`config.mk`:
```
export PLATFORM = sky130hd
export DESIGN_NAME = uart_stim_tx
export DESIGN_NICKNAME = d
export VERILOG_FILES = /design/src/rtl/uart_stim_pkg.sv /design/src/rtl/uart_stim_fifo.sv /design/src/rtl/uart_stim_tx.sv
export SDC_FILE = /design/constraint.sdc
export NUM_CORES = 1
export LEC_CHECK = 0
export BUFFER_PORTS_ARGS = -buffer_cell sky130_fd_sc_hd__buf_2
export CORE_MARGIN = 1.5
export CORE_UTILIZATION = 61
export CTS_CLUSTER_SIZE = 16
export DETAILED_ROUTE_END_ITERATION = 6
export PLACE_DENSITY_LB_ADDON = 0.08
export SETUP_SLACK_MARGIN = 0.3
export SLEW_MARGIN = 30
export SYNTH_ARGS = -nofsm -noshare
export SYNTH_HDL_FRONTEND = slang
export SYNTH_SLANG_ARGS = --single-unit
```
`constraint.sdc`:
```
create_clock -name clk -period 3.6 [get_ports clk]
set_input_delay 0.36 -clock clk [delete_from_list [all_inputs] [get_ports clk]]
set_output_delay 0.36 -clock clk [all_outputs]
set_load 0.005 [all_outputs]
```
`src/rtl/uart_stim_pkg.sv`:
```
// Shared types and helpers for the uart_stim_tx stimulus transmitter.
package uart_stim_pkg;

  localparam int UART_BITS = 8;

  typedef enum logic [2:0] {
    IDLE   = 3'd0,
    START  = 3'd1,
    DATA   = 3'd2,
    PARITY = 3'd3,
    STOP   = 3'd4
  } uart_state_e;

  // Clock cycles per bit, truncated.
  function automatic int calc_div(input int clk_hz, input int baud);
    return clk_hz / baud;
  endfunction

endpackage

```
`src/rtl/uart_stim_fifo.sv`:
```
// Single-clock power-of-two FIFO; pointers carry an extra wrap bit so
// full/empty/count fall straight out of the pointer pair.
module uart_stim_fifo #(
  parameter int DEPTH = 16,
  parameter int W     = 8
) (
  input  logic                   clk,
  input  logic                   rst,
  input  logic                   wr_en,
  input  logic [W-1:0]           wr_data,
  input  logic                   rd_en,
  output logic [W-1:0]           rd_data,
  output logic                   full,
  output logic                   empty,
  output logic [$clog2(DEPTH):0] count
);

  localparam int AW = $clog2(DEPTH);
  localparam logic [AW:0] PTR_ONE = (AW+1)'(1);

  if ((DEPTH < 2) || ((DEPTH & (DEPTH - 1)) != 0)) begin : g_bad_depth
    $error("uart_stim_fifo: DEPTH must be a power of two >= 2");
  end

  logic [DEPTH-1:0][W-1:0] mem_q, mem_d;
  logic [AW:0]             wptr_q, wptr_d;
  logic [AW:0]             rptr_q, rptr_d;

  always_comb begin
    mem_d  = mem_q;
    wptr_d = wptr_q;
    rptr_d = rptr_q;
    if (wr_en) begin
      mem_d[wptr_q[AW-1:0]] = wr_data;
      wptr_d                = wptr_q + PTR_ONE;
    end
    if (rd_en) rptr_d = rptr_q + PTR_ONE;
  end

  always_ff @(posedge clk) begin
    if (rst) begin
      wptr_q <= '0;
      rptr_q <= '0;
    end else begin
      wptr_q <= wptr_d;
      rptr_q <= rptr_d;
    end
  end

  // Storage needs no reset; the pointers define what is valid.
  always_ff @(posedge clk) mem_q <= mem_d;

  assign rd_data = mem_q[rptr_q[AW-1:0]];
  assign empty   = (wptr_q == rptr_q);
  assign full    = (wptr_q[AW] != rptr_q[AW]) && (wptr_q[AW-1:0] == rptr_q[AW-1:0]);
  assign count   = wptr_q - rptr_q;

endmodule

```
`src/rtl/uart_stim_tx.sv`:
```
// Bench-side 8N1 UART transmitter fed from a byte FIFO.
// Define UART_STIM_PARITY_EN for 8E1 frames (even parity bit before stop).
module uart_stim_tx
  import uart_stim_pkg::*;
#(
  parameter int CLK_FREQ_HZ = 50_000_000,
  parameter int BAUD        = 115200,
  parameter int FIFO_DEPTH  = 16
) (
  input  logic                        clk,
  input  logic                        rst,
  input  logic [7:0]                  i_data,
  input  logic                        i_valid,
  output logic                        o_ready,
  output logic                        o_uart_tx,
  output logic                        o_busy,
  output logic [$clog2(FIFO_DEPTH):0] o_level,
  output logic                        o_done
);

  localparam int DIV = calc_div(CLK_FREQ_HZ, BAUD);
  localparam int CW  = (DIV > 2) ? $clog2(DIV) : 1;
  localparam int BW  = $clog2(UART_BITS);

  if (DIV < 2) begin : g_bad_div
    $error("uart_stim_tx: CLK_FREQ_HZ / BAUD must be at least 2");
  end

  uart_state_e          state_q, state_d;
  logic [CW-1:0]        baud_q, baud_d;
  logic [BW-1:0]        bit_q, bit_d;
  logic [UART_BITS-1:0] shift_q, shift_d;
  logic                 tx_q, tx_d;
`ifdef UART_STIM_PARITY_EN
  logic                 par_q, par_d;
`endif

  logic                 push, pop, baud_end;
  logic                 fifo_full, fifo_empty;
  logic [7:0]           fifo_data;

  assign o_ready = !rst && !fifo_full;
  assign push    = i_valid && o_ready;

  uart_stim_fifo #(.DEPTH(FIFO_DEPTH), .W(UART_BITS)) u_fifo (
    .clk     (clk),
    .rst     (rst),
    .wr_en   (push),
    .wr_data (i_data),
    .rd_en   (pop),
    .rd_data (fifo_data),
    .full    (fifo_full),
    .empty   (fifo_empty),
    .count   (o_level)
  );

  assign baud_end = (baud_q == CW'(DIV - 1));

  // tx_d always reflects the level of the state being entered, so the
  // line is a clean flop output that changes exactly on bit boundaries.
  always_comb begin
    state_d = state_q;
    baud_d  = baud_q;
    bit_d   = bit_q;
    shift_d = shift_q;
    tx_d    = tx_q;
    pop     = 1'b0;
`ifdef UART_STIM_PARITY_EN
    par_d   = par_q;
`endif
    if (state_q != IDLE) baud_d = baud_end ? '0 : baud_q + CW'(1);
    case (state_q)
      IDLE: if (!fifo_empty) begin
        state_d = START;
        pop     = 1'b1;
        tx_d    = 1'b0;
      end
      START: if (baud_end) begin
        state_d = DATA;
        bit_d   = '0;
        tx_d    = shift_q[0];
      end
      DATA: if (baud_end) begin
        if (bit_q == BW'(UART_BITS - 1)) begin
`ifdef UART_STIM_PARITY_EN
          state_d = PARITY;
          tx_d    = par_q;
`else
          state_d = STOP;
          tx_d    = 1'b1;
`endif
        end else begin
          bit_d   = bit_q + BW'(1);
          shift_d = {1'b0, shift_q[UART_BITS-1:1]};
          tx_d    = shift_q[1];
        end
      end
`ifdef UART_STIM_PARITY_EN
      PARITY: if (baud_end) begin
        state_d = STOP;
        tx_d    = 1'b1;
      end
`endif
      STOP: if (baud_end) begin
        if (!fifo_empty) begin
          state_d = START;
          pop     = 1'b1;
          tx_d    = 1'b0;
        end else begin
          state_d = IDLE;
          tx_d    = 1'b1;
        end
      end
      default: begin
        state_d = IDLE;
        tx_d    = 1'b1;
      end
    endcase
    if (pop) begin
      shift_d = fifo_data;
`ifdef UART_STIM_PARITY_EN
      par_d   = ^fifo_data;
`endif
    end
  end

  always_ff @(posedge clk) begin
    if (rst) begin
      state_q <= IDLE;
      baud_q  <= '0;
      bit_q   <= '0;
      shift_q <= '0;
      tx_q    <= 1'b1;
`ifdef UART_STIM_PARITY_EN
      par_q   <= 1'b0;
`endif
    end else begin
      state_q <= state_d;
      baud_q  <= baud_d;
      bit_q   <= bit_d;
      shift_q <= shift_d;
      tx_q    <= tx_d;
`ifdef UART_STIM_PARITY_EN
      par_q   <= par_d;
`endif
    end
  end

  assign o_uart_tx = tx_q;
  assign o_done    = (state_q == STOP) && baud_end;
  assign o_busy    = (state_q != IDLE) || (o_level != '0);

endmodule
```
Word level (Yosys, flattened, before mapping)
Cells that the tools add are included.
W data, S select, Z words.
{"block": "classes", "n_addsub": 5, "magnitude_cmp": 3, "eq_ne": 15, "mux": 31, "n_reduce_logical": 18}
{"op": "$bwmux W128", "n": 1}
{"op": "$mux W8", "n": 6}
{"op": "$bmux W8 S4", "n": 1}
{"op": "$demux W8 S4", "n": 1}
{"op": "$mux W3", "n": 8}
{"op": "$ne A2 B2 Y1 const B", "n": 7}
{"op": "$pmux W3 S4", "n": 1}
{"op": "$add A5 B1 Y5 const B", "n": 2}
{"op": "$lt A4 B5 Y1 const B", "n": 2}
{"op": "$add A9 B1 Y9 const B", "n": 1}
{"op": "$eq A9 B9 Y1 const B", "n": 1}
{"op": "$mux W1", "n": 9}
{"op": "$mux W9", "n": 1}
{"op": "$reduce_and A4 Y1", "n": 2}
{"op": "$eq A3 B3 Y1 const B", "n": 2}
{"op": "$pmux W3 S2", "n": 1}
{"op": "$reduce_bool A2 Y1", "n": 3}
{"op": "$eq A5 B5 Y1", "n": 1}
{"op": "$logic_and A1 B1 Y1", "n": 5}
{"op": "$reduce_and A5 Y1", "n": 1}
{"op": "$reduce_bool A5 Y1", "n": 1}
{"op": "$sub A5 B5 Y5", "n": 1}
{"op": "$eq A4 B4 Y1", "n": 1}
{"op": "$ge A4 B1 Y1 const B", "n": 1}
{"op": "other kinds (11)", "n": 12}
{"block": "word_totals", "regBits": 162, "input_bits": 11, "out_inout_bits": 9, "elab_cells": 95}

Depth between registers and ports, before layout
Gate-level depths: netlist of run 1.
{"block": "depth", "depth_word": 6, "depth_mapped": 10, "depth_no_buf": 8}

Modules after synthesis
Synthesis of run 1 repeated with hierarchy kept, for this count alone.
{"block": "hier_totals", "hier_cells": 433, "area_unflattened_um2": 6970.4}
{"mod": "uart_stim_fifo", "n_inst": 1, "cells_per_inst": 284, "area_each_um2": 5586.6, "seq_area_each_um2": 4043.9}
{"mod": "uart_stim_tx", "n_inst": 1, "cells_per_inst": 149, "area_each_um2": 1383.8, "seq_area_each_um2": 480.5}

Worst setup path before layout of run 1
No wires, ideal clock.
{"block": "synth_path", "kind": "register -> register", "startpoint": "register u_fifo.rptr_q[2]", "endpoint": "register u_fifo.mem_q[24] (netlist bit), enable pin", "setup_time_ns": 0.383, "arrival_time_ns": 2.842, "required_time_ns": 3.217, "slack_ns": 0.374, "path_stages_with_launch": 9, "period_less_slack_ns": 3.226, "cell_sequence": "dfxtp_1 clkbuf_1 clkbuf_1 inv_1 ha_1 and4_1 a21oi_1 nand2_1 nor3_1"}
{"block": "synth_between", "elab_chain_cells": 5}
{"element": "start, declared", "line_no": "uart_stim_fifo.sv:27", "text": "logic [AW:0] rptr_q, rptr_d;"}
{"element": "start signal, assigned", "line_no": "uart_stim_fifo.sv:46", "text": "rptr_q <= rptr_d;"}
{"element": "$eq A4 B4 Y1", "line_no": "uart_stim_fifo.sv:55", "text": "assign full = (wptr_q[AW] != rptr_q[AW]) && (wptr_q[AW-1:0] == rptr_q[AW-1:0]);"}
{"element": "$logic_and A1 B1 Y1", "line_no": "uart_stim_fifo.sv:55"}
{"element": "$logic_not A1 Y1", "line_no": "uart_stim_tx.sv:42", "text": "assign o_ready = !rst && !fifo_full;"}
{"element": "$logic_and A1 B1 Y1", "line_no": "uart_stim_tx.sv:42"}
{"element": "$logic_and A1 B1 Y1", "line_no": "uart_stim_tx.sv:43", "text": "assign push = i_valid && o_ready;"}
{"element": "end signal, assigned", "line_no": "uart_stim_fifo.sv:51", "text": "always_ff @(posedge clk) mem_q <= mem_d;"}
{"element": "end, declared", "line_no": "uart_stim_fifo.sv:25", "text": "logic [DEPTH-1:0][W-1:0] mem_q, mem_d;"}
Every way passes these cells.
A chain may end at the register's enable or synchronous reset.

Worst setup path after layout of run 1
{"block": "layout_path", "startpoint": "register u_fifo.wptr_q[0]", "endpoint": "output port o_busy"}
{"block": "layout_between", "elab_chain_cells": 3}
{"element": "start, declared", "line_no": "uart_stim_fifo.sv:26", "text": "logic [AW:0] wptr_q, wptr_d;"}
{"element": "start signal, assigned", "line_no": "uart_stim_fifo.sv:45", "text": "wptr_q <= wptr_d;"}
{"element": "$sub A5 B5 Y5", "line_no": "uart_stim_fifo.sv:56", "text": "assign count = wptr_q - rptr_q;"}
{"element": "$reduce_bool A5 Y1", "line_no": "uart_stim_tx.sv:151", "text": "assign o_busy = (state_q != IDLE) || (o_level != '0);"}
{"element": "$logic_or A1 B1 Y1", "line_no": "uart_stim_tx.sv:151"}
{"element": "end, declared", "line_no": "uart_stim_tx.sv:16", "text": "output logic o_busy,"}
Every way passes these cells.

==> qor.txt, run 1 <==
status = completed
post-synth top area cell = edfxtp_1
placer congestion estimate = 0.8905
DRC viols = 0
total global-route track usage = 23.62%
Max IR drop VDD = 0.4644 mV
Initial Util = 62.27%
top_reg_cell synth = edfxtp_1
Peak Freq = 323.6 MHz
Cell Rows = 38
share of the synthesized area in the top cell type = 57.20%
Final Hold Viols = 0
Syn Nets = 463
post-synthesis xor/xnor area fraction = 2.216%
vias in the first global route = 3764
Synth cell types = 42
Post-Syn Area = 6720 um2
Post-Synth Adder-Cell Area = 2.718%
die area = 11660 um2
synth top area cells = edfxtp_1 (57%), mux4_2 (11%), dfxtp_1 (10%)
clock skew = 0.005024 ns
FF+latch count, synth = 162
Synth Instances = 438
Post-synth EDFFs = 128
area delta synth->final = 11.51%
post-synthesis simple-gate area fraction = 8.509%
clk_lat worst skew = 0.53 ns
Diodes inserted = 0
Pwr Density = 630.7 nW/um2
worst hold path class = in -> reg
total of max-cap violations = 0
Critical Path End Type = output pin
final antenna-violating net count = 0
die width = 108.0 um
setup violators final = 0
Static Leak = 2.476 nW
Setup CP Type = reg -> out
Die H = 108.0 um
synth warn = 0
Hold Buf Count CTS = 0
post-layout min period = 3.090 ns
Slew Limit Fails = 0
htree depth = 4
Core Box Area = 10790 um2
most common library cells after synthesis = edfxtp_1 (128), nor2_1 (37), dfxtp_1 (34)
layout cell share with drive strength beyond 1 = 20.42%
first-pass GRT wire length = 19760 um
mean routed wirelength per cell = 20.05 um
most numerous cell in the Yosys netlist = edfxtp_1
Max Root-Sink Buffers = 2
worst-margin pin slew = 0.8153 ns
Slew HR = 45.45%
initial antenna violation count = 0
post-place setup slack = 0.9552 ns
worst endpoint required time = 3.24 ns
initial DRC count = 247
HPWL Detailed = 8219 um
Reg clk slew, reported paths = 0.06 ns
I/O pin cnt = 20
cts bufs inserted = 17
final worst slack = 0.5099 ns
crit path DAT = 2.73 ns
CTS tree = yes
CTS resizes = 0
largest net degree at the start of global routing = 35
sequential element share of the synthesized area = 67.32%
First-pass DRT Iterations = 5
PnR Total Power = 4.726 mW
drt via density = 6.075
DR vias = 3736
asr flop ratio synth = 0%
startpoint types = flip-flop
Synth Area in Compound Gates = 5.939%
largest family of logic cells by synthesized area = multiplexers
IO Port Bufs = 19
Syn Area/Cell = 15.34 um2
crit-path max FO = 5
Post-Route WL = 12330 um
period utilization = 85.84%
total grt overflow = 0
setup TNS = 0 ns
mux cell area share after synthesis = 11.04%
RSZ-0062 raised after global routing = false
Root Driver = clkbuf_8
Nets = 491
# fillers = 712
# Post-CTS Setup Buffers = 0
clock sinks = 162
## through the flow
step	cells	instance area, um2	hold slack (ns)	util (%)
6_report	615	7493	0.2048	69.43
5_1_grt	615	7493	0.2058	69.43
4_1_cts	615	7490	0.1916	69.39
3_5_place_dp	587	6983	0.4571	64.70
3_3_place_gp	587	6983	0.4458	64.70
2_1_floorplan	438	6720	0.4350	-
## registers in the layout, indices dropped and copies added (netlist names)
| signal | flops |
|---|---|
| baud_q | 9 |
| bit_q | 3 |
| u_fifo.mem_q | 128 |
| u_fifo.rptr_q | 5 |
| u_fifo.wptr_q | 5 |
| state_q | 3 |
| shift_q | 8 |
| o_uart_tx | 1 |
## path summary, 6_finish.rpt
check / startpoint / end / slack, ns / cells past startpoint
worst max-delay path: u_fifo.wptr_q[0] / o_busy / 0.51 / 9
worst min-delay path: i_data[3] / u_fifo.mem_q[83] / 0.20 / 1
worst max register to register: u_fifo.rptr_q[3] / u_fifo.mem_q[60] / 0.92 / 6
worst min register to register: shift_q[4] / shift_q[3] / 0.47 / 2
## cells by family (layout without fill, tap and decap cells)
| family | after synthesis | count (layout) |
|---|---|---|
| buf+inv | 35 | 72 |
| fa+ha+maj | 14 | 14 |
| xor+xnor | 17 | 17 |
| compound gates | 61 | 61 |
| mux | 34 | 34 |
| simple gates | 115 | 115 |
| flops | 162 | 162 |
## placed cells by master (no fill, tap or decap), types with 2 or more instances in the layout
cell type,count
clkinvlp_4,3
edfxtp_1,128
nand3_1,12
o21bai_1,2
or4_1,3
dfxtp_1,33
nor2_1,37
nor3_1,9
o31ai_1,2
nand2b_1,11
a22oi_1,14
ha_1,13
clkinv_2,3
nand2_1,19
buf_4,13
a211oi_1,10
o21ai_0,3
xor2_1,9
or3_1,2
mux4_2,32
a21oi_1,23
inv_6,2
clkbuf_16,16
nor2b_1,3
and4_1,2
and3_1,8
nand4_1,3
buf_2,19
xnor2_1,8
inv_1,12
a21o_1,2
## worst max-delay path, cell delays in order, from the launching register on
cell     delay (ns)
dfxtp_1        0.42
inv_1          0.12
ha_1           0.23
fa_1           0.41
inv_1          0.07
a21o_1         0.10
a21oi_1        0.07
xor2_1         0.16
or4_1          0.47
buf_2          0.14
## routing by layer
layer	vias up	routed length (um)	GRT usage, %
li1	1736	-	-
met1	1869	5342	30.99
met2	103	6132	37.84
met3	28	531	5.546
met4	0	325	11.00
met5	-	0	0
## final cells by class
cell class	instances	area, um2	area share (%)
Sequential cell	162	4526	60.39
Multi-Input combinational cell	241	2048	27.33
Clock inverter	10	88.84	1.186
Inverter	12	45.04	0.6011
Timing Repair Buffer	32	192.7	2.571
Tap cell	140	175.2	2.338
Clock buffer	18	417.9	5.577
## power breakdown
| group | internal, mW | total (mW) | switching [mW] |
|---|---|---|---|
| logic | 0.441 | 0.937 | 0.497 |
| clock network | 0.897 | 1.58 | 0.679 |
| registers | 2.11 | 2.21 | 0.101 |
Note: power is estimated with default switching activity, not from simulation.
==> run 2: changes to the inputs <==
--- a/config.mk
+++ b/config.mk
@@ -5,11 +5,12 @@
 export SDC_FILE = /design/constraint.sdc
 export NUM_CORES = 1
 export LEC_CHECK = 0
-export BUFFER_PORTS_ARGS = -buffer_cell sky130_fd_sc_hd__buf_2
+export CAP_MARGIN = 5
 export CORE_MARGIN = 1.5
-export CORE_UTILIZATION = 61
+export CORE_UTILIZATION = 63
 export CTS_CLUSTER_SIZE = 16
 export DETAILED_ROUTE_END_ITERATION = 6
+export DONT_BUFFER_PORTS = 1
 export PLACE_DENSITY_LB_ADDON = 0.08
 export SETUP_SLACK_MARGIN = 0.3
 export SLEW_MARGIN = 30
==> qor.txt, run 2 (synthesis results as in run 1) <==
placer congestion estimate = 0.8109 (was 0.8905)
IO Port Bufs = 0 (was 19)
clock skew = 0.006419 ns (was 0.005024 ns)
period utilization = 85.53% (was 85.84%)
DRC viols = 0 (unchanged)
largest net degree at the start of global routing = 36 (was 35)
initial DRC count = 263 (was 247)
mean routed wirelength per cell = 21.71 um (was 20.05 um)
clk_lat worst skew = 0.54 ns (was 0.53 ns)
Slowest-stage cell, CP = nor2_1 (was or4_1)
worst hold path class = in -> reg (unchanged)
post-place setup slack = 0.4883 ns (was 0.9552 ns)
HPWL Detailed = 8152 um (was 8219 um)
Setup CP Type = reg -> reg (was reg -> out)
DR vias = 3764 (was 3736)
initial antenna violation count = 0 (unchanged)
Slew Limit Fails = 0 (unchanged)
Max Root-Sink Buffers = 2 (unchanged)
Root Driver = clkbuf_8 (unchanged)
Diodes inserted = 0 (unchanged)
final worst slack = 0.5208 ns (was 0.5099 ns)
htree depth = 4 (unchanged)
drt via density = 6.294 (was 6.075)
Most flops, register = u_fifo.mem_q (unchanged)
Post-Route WL = 12990 um (was 12330 um)
crit path DAT = 3.25 ns (was 2.73 ns)
First-pass DRT Iterations = 5 (unchanged)
total of max-cap violations = 0 (unchanged)
Peak Freq = 324.8 MHz (was 323.6 MHz)
Final Hold Viols = 0 (unchanged)
worst path bufs/invs = 1 (was 3)
startpoint types = flip-flop (unchanged)
CTS tree = yes (unchanged)
Max IR drop VDD = 0.5729 mV (was 0.4644 mV)
most common cell after layout, fill and taps aside = edfxtp_1 (unchanged)
Die H = 106.3 um (was 108.0 um)
Critical Path End Type = flip-flop (was output pin)
Initial Util = 65.10% (was 62.27%)
setup violators final = 0 (unchanged)
Core Box Area = 10320 um2 (was 10790 um2)
RSZ-0062 raised after global routing = false (unchanged)
cts bufs inserted = 17 (unchanged)
CP top delay family = simple AND/OR/NAND/NOR gates (was adder cells)
CP cell instances = inv_1 > ha_1 > and4_1 > a21oi_1 > nand2_1 > nor2_1 (was inv_1 > ha_1 > fa_1 > inv_1 > a21o_1 > a21oi_1 > xor2_1 > or4_1 > buf_2)
number of flip-flops in the largest register = 128 (unchanged)
Static Leak = 2.409 nW (was 2.476 nW)
total global-route track usage = 25.00% (was 23.62%)
I/O pin cnt = 20 (unchanged)
critical path's largest stage delay = 0.64 ns (was 0.47 ns)
post-layout min period = 3.079 ns (was 3.090 ns)
vias in the first global route = 3649 (was 3764)
# Post-CTS Setup Buffers = 0 (unchanged)
Cell Rows = 37 (was 38)
Nets = 475 (was 491)
Reg clk slew, reported paths = 0.07 ns (was 0.06 ns)
Pwr Density = 639.5 nW/um2 (was 630.7 nW/um2)
total grt overflow = 0 (unchanged)
worst endpoint required time = 3.77 ns (was 3.24 ns)
crit-path max FO = 9 (was 5)
area delta synth->final = 11.15% (was 11.51%)
die area = 11300 um2 (was 11660 um2)
Placed Area = 6838 um2 (was 6983 um2)
status = completed (unchanged)
setup TNS = 0 ns (unchanged)
final antenna-violating net count = 0 (unchanged)
post-layout instance area = 7470 um2 (was 7493 um2)
largest registers = u_fifo.mem_q: 128 flops, baud_q: 9 flops, shift_q: 8 flops (unchanged)
most frequent cells in the layout = edfxtp_1 (128), nor2_1 (34), dfxtp_1 (33) (was edfxtp_1 (128), nor2_1 (37), dfxtp_1 (33))
Slew HR = 37.70% (was 45.45%)
clock sinks = 162 (unchanged)
layout cell share with drive strength beyond 1 = 16.45% (was 20.42%)
first-pass GRT wire length = 20290 um (was 19760 um)
worst-margin pin slew = 0.9315 ns (was 0.8153 ns)
die width = 106.3 um (was 108.0 um)
run 2: changes by cell type in the layout (fill, tap and decap cells not counted), moves of 2 or more:
cell	delta
dlygate4sd3_1	+9
nor2_1	-3
nor2_2	+3
buf_2	-19
buf_4	-7
clkinv_4	+2
run 2: final timing paths:
kind                                       start           endpoint  depth (start not counted)  slack, ns
worst min-delay path                         rst   u_fifo.rptr_q[4]                          2       0.08
worst max-delay path            u_fifo.rptr_q[3]  u_fifo.mem_q[117]                          6       0.52
worst max register to register  u_fifo.rptr_q[3]  u_fifo.mem_q[117]                          6       0.52
worst min register to register        shift_q[5]         shift_q[4]                          2       0.46
run 2: routing by layer:
layer,GRT usage (%),vias to the layer above,routed length (um)
li1,-,1711,-
met1,33.55,1909,5426
met2,40.09,126,6674
met3,5.886,18,706
met4,9.749,0,178
met5,0,-,0
run 2: layout make-up:
cell class	count	area, um2
fillers	641	2854
repair buffers	16	146.4
inverters	12	45.04
clock buffers	18	417.9
flip-flops and latches	162	4526
multi-input cells	241	2052
well taps	136	170.2
clock inverters	13	112.6
run 2: metrics by stage:
step / hold slack, ns / util [%] / total power, mW / std cells
after floorplan: 0.4350 / - / 2.960 / 438
after global placement: 0.4273 / 66.23 / 3.121 / 558
after detailed placement: 0.4313 / 66.23 / 3.149 / 558
after CTS: 0.06858 / 72.25 / 4.786 / 598
after global routing: 0.08913 / 72.35 / 4.969 / 598
final: 0.08167 / 72.35 / 4.777 / 598
run 2: what timing repair did:
| action | in CTS | in global routing |
|---|---|---|
| setup endpoints to repair | 0 | 22 |
| resized for setup | 0 | 4 |
| hold buffers | 9 | 0 |
| endpoints found under the hold margin | 152 | 0 |
run 2: power breakdown:
group	leakage (nW)	internal [mW]	switching (mW)
combinational	0.729	0.428	0.515
clock	0.249	0.910	0.714
sequential	1.43	2.11	0.0979
total	2.41	3.45	1.33
==> run 3: changes to the inputs <==
--- a/config.mk
+++ b/config.mk
@@ -7,7 +7,7 @@
 export LEC_CHECK = 0
 export CAP_MARGIN = 5
 export CORE_MARGIN = 1.5
-export CORE_UTILIZATION = 63
+export CORE_UTILIZATION = 46
 export CTS_CLUSTER_SIZE = 16
 export DETAILED_ROUTE_END_ITERATION = 6
 export DONT_BUFFER_PORTS = 1
==> qor.txt, run 3 (synthesis results as in run 1) <==
status = completed (unchanged)
Cell Rows = 43 (was 37)
multi-input logic area = 2044 um2 (was 2052 um2)
Worst Reg-to-Reg Cells = 6 (unchanged)
vias in the first global route = 3802 (was 3649)
crit-path max FO = 9 (unchanged)
post-place setup slack = 0.5868 ns (was 0.4883 ns)
Slew HR = 39.37% (was 37.70%)
Root Driver = clkbuf_16 (was clkbuf_8)
placer congestion estimate = 0.7710 (was 0.8109)
final worst slack = 0.5444 ns (was 0.5208 ns)
total grt overflow = 0 (unchanged)
Inst Count DP = 611 (was 558)
Post-Route WL = 13150 um (was 12990 um)
area occupied by registers = 4526 um2 (unchanged)
I/O pin cnt = 20 (unchanged)
worst r2r src = u_fifo.rptr_q[3] (unchanged)
HPWL Detailed = 8592 um (was 8152 um)
number of flip-flops in the largest register = 128 (unchanged)
post-layout instance area = 7522 um2 (was 7470 um2)
largest net degree at the start of global routing = 36 (unchanged)
clock skew = 0.005260 ns (was 0.006419 ns)
Critical Path End Type = flip-flop (unchanged)
Crit. Startpoint = u_fifo.rptr_q[3] (unchanged)
initial antenna violation count = 0 (unchanged)
Final Hold Viols = 0 (unchanged)
CP Capture Point = u_fifo.mem_q[120] (was u_fifo.mem_q[117])
Most flops, register = u_fifo.mem_q (unchanged)
# fillers = 1140 (was 641)
PnR Total Power = 4.783 mW (was 4.777 mW)
Hold Buf Count CTS = 1 (was 9)
layout cell share with drive strength beyond 1 = 18.32% (was 16.45%)
post-layout min period = 3.056 ns (was 3.079 ns)
area delta synth->final = 11.93% (was 11.15%)
htree depth = 4 (unchanged)
Diodes inserted = 0 (unchanged)
Core Box Area = 14100 um2 (was 10320 um2)
die area = 15340 um2 (was 11300 um2)
worst hold path class = in -> reg (unchanged)
largest registers = u_fifo.mem_q: 128 flops, baud_q: 9 flops, shift_q: 8 flops (unchanged)
startpoint types = flip-flop (unchanged)
clock sinks = 162 (unchanged)
Setup CP Type = reg -> reg (unchanged)
Nets = 476 (was 475)
mean routed wirelength per cell = 20.43 um (was 21.71 um)
setup slack, reg-to-reg = 0.54 ns (was 0.52 ns)
Pwr Density = 635.8 nW/um2 (was 639.5 nW/um2)
Peak Freq = 327.3 MHz (was 324.8 MHz)
Placed Area = 6960 um2 (was 6838 um2)
Static Leak = 2.439 nW (was 2.409 nW)
DR vias = 3675 (was 3764)
worst endpoint required time = 3.66 ns (was 3.77 ns)
most common cell after layout, fill and taps aside = edfxtp_1 (unchanged)
initial DRC count = 189 (was 263)
IO Port Bufs = 0 (unchanged)
Max Root-Sink Buffers = 2 (unchanged)
CTS tree = yes (unchanged)
drt via density = 5.707 (was 6.294)
total global-route track usage = 19.20% (was 25.00%)
Final Util = 53.36% (was 72.35%)
clk_lat worst skew = 0.43 ns (was 0.54 ns)
Initial Util = 47.67% (was 65.10%)
Layout Cells excl Fill = 644 (was 598)
most frequent cells in the layout = edfxtp_1 (128), nor2_1 (37), dfxtp_1 (33) (was edfxtp_1 (128), nor2_1 (34), dfxtp_1 (33))
crit path DAT = 3.11 ns (was 3.25 ns)
Die H = 123.9 um (was 106.3 um)
R2R Path End = u_fifo.mem_q[120] (was u_fifo.mem_q[117])
Slew Limit Fails = 0 (unchanged)
RSZ-0062 raised after global routing = false (unchanged)
Reg clk slew, reported paths = 0.07 ns (about the same)
first-pass GRT wire length = 20970 um (was 20290 um)
period utilization = 84.88% (was 85.53%)
CTS resizes = 0 (unchanged)
final hold slack = 0.02610 ns (was 0.08167 ns)
setup violators final = 0 (unchanged)
setup TNS = 0 ns (unchanged)
die width = 123.9 um (was 106.3 um)
cts bufs inserted = 17 (unchanged)
First-pass DRT Iterations = 4 (was 5)
worst-margin pin slew = 0.9064 ns (was 0.9315 ns)
# Post-CTS Setup Buffers = 0 (unchanged)
final antenna-violating net count = 0 (unchanged)
total of max-cap violations = 0 (unchanged)
Max IR drop VDD = 0.3735 mV (was 0.5729 mV)
DRC viols = 0 (unchanged)
## run 3: cell count changes in the layout (fill, tap and decap cells not counted), moves of 2 or more
cell,change
buf_4,+10
dlygate4sd3_1,-8
inv_8,+3
nor2_1,+3
nor2_2,-3
clkinv_1,-2
clkinv_4,+2
## run 3: power by group
part           leakage (nW)  internal (mW)  switching, mW
clock                 0.263          0.903          0.771
combinational         0.745          0.418          0.481
sequential             1.43           2.11         0.0984
## run 3: per-layer routing
| layer | part of all wire (%) | vias to the layer above | track usage [%] |
|---|---|---|---|
| li1 | - | 1711 | - |
| met1 | 45 | 1863 | 24.91 |
| met2 | 50 | 81 | 30.63 |
| met3 | 3.8 | 20 | 4.945 |
| met4 | 1.8 | 0 | 8.621 |
| met5 | 0 | - | 0 |
## run 3: final cells by class
type | count | area share, %
sequential | 162 | 60.16
multi-input combinational | 241 | 27.18
clock buffer | 18 | 5.705
tap | 180 | 2.994
timing repair buffer | 17 | 1.730
clock inverter | 14 | 1.630
inverter | 12 | 0.5988
## run 3: worst max-delay path: stages (launching register included)
cell,delay [ns]
dfxtp_1,0.48
inv_1,0.15
ha_1,0.37
and4_1,0.23
a21oi_1,0.51
nand2_1,0.31
nor2_1,0.64
## run 3: worst min path at each step
stage                          start           endpoint  slack, ns  depth (start not counted)
after floorplan           shift_q[6]         shift_q[5]       0.44                          2
after global placement           rst   u_fifo.rptr_q[2]       0.43                          1
after detailed placement         rst         shift_q[7]       0.44                          1
after CTS                  i_data[5]  u_fifo.mem_q[117]      0.005                          0
after global routing       i_data[2]   u_fifo.mem_q[74]      0.005                          0
final                      i_data[3]   u_fifo.mem_q[59]       0.03                          0
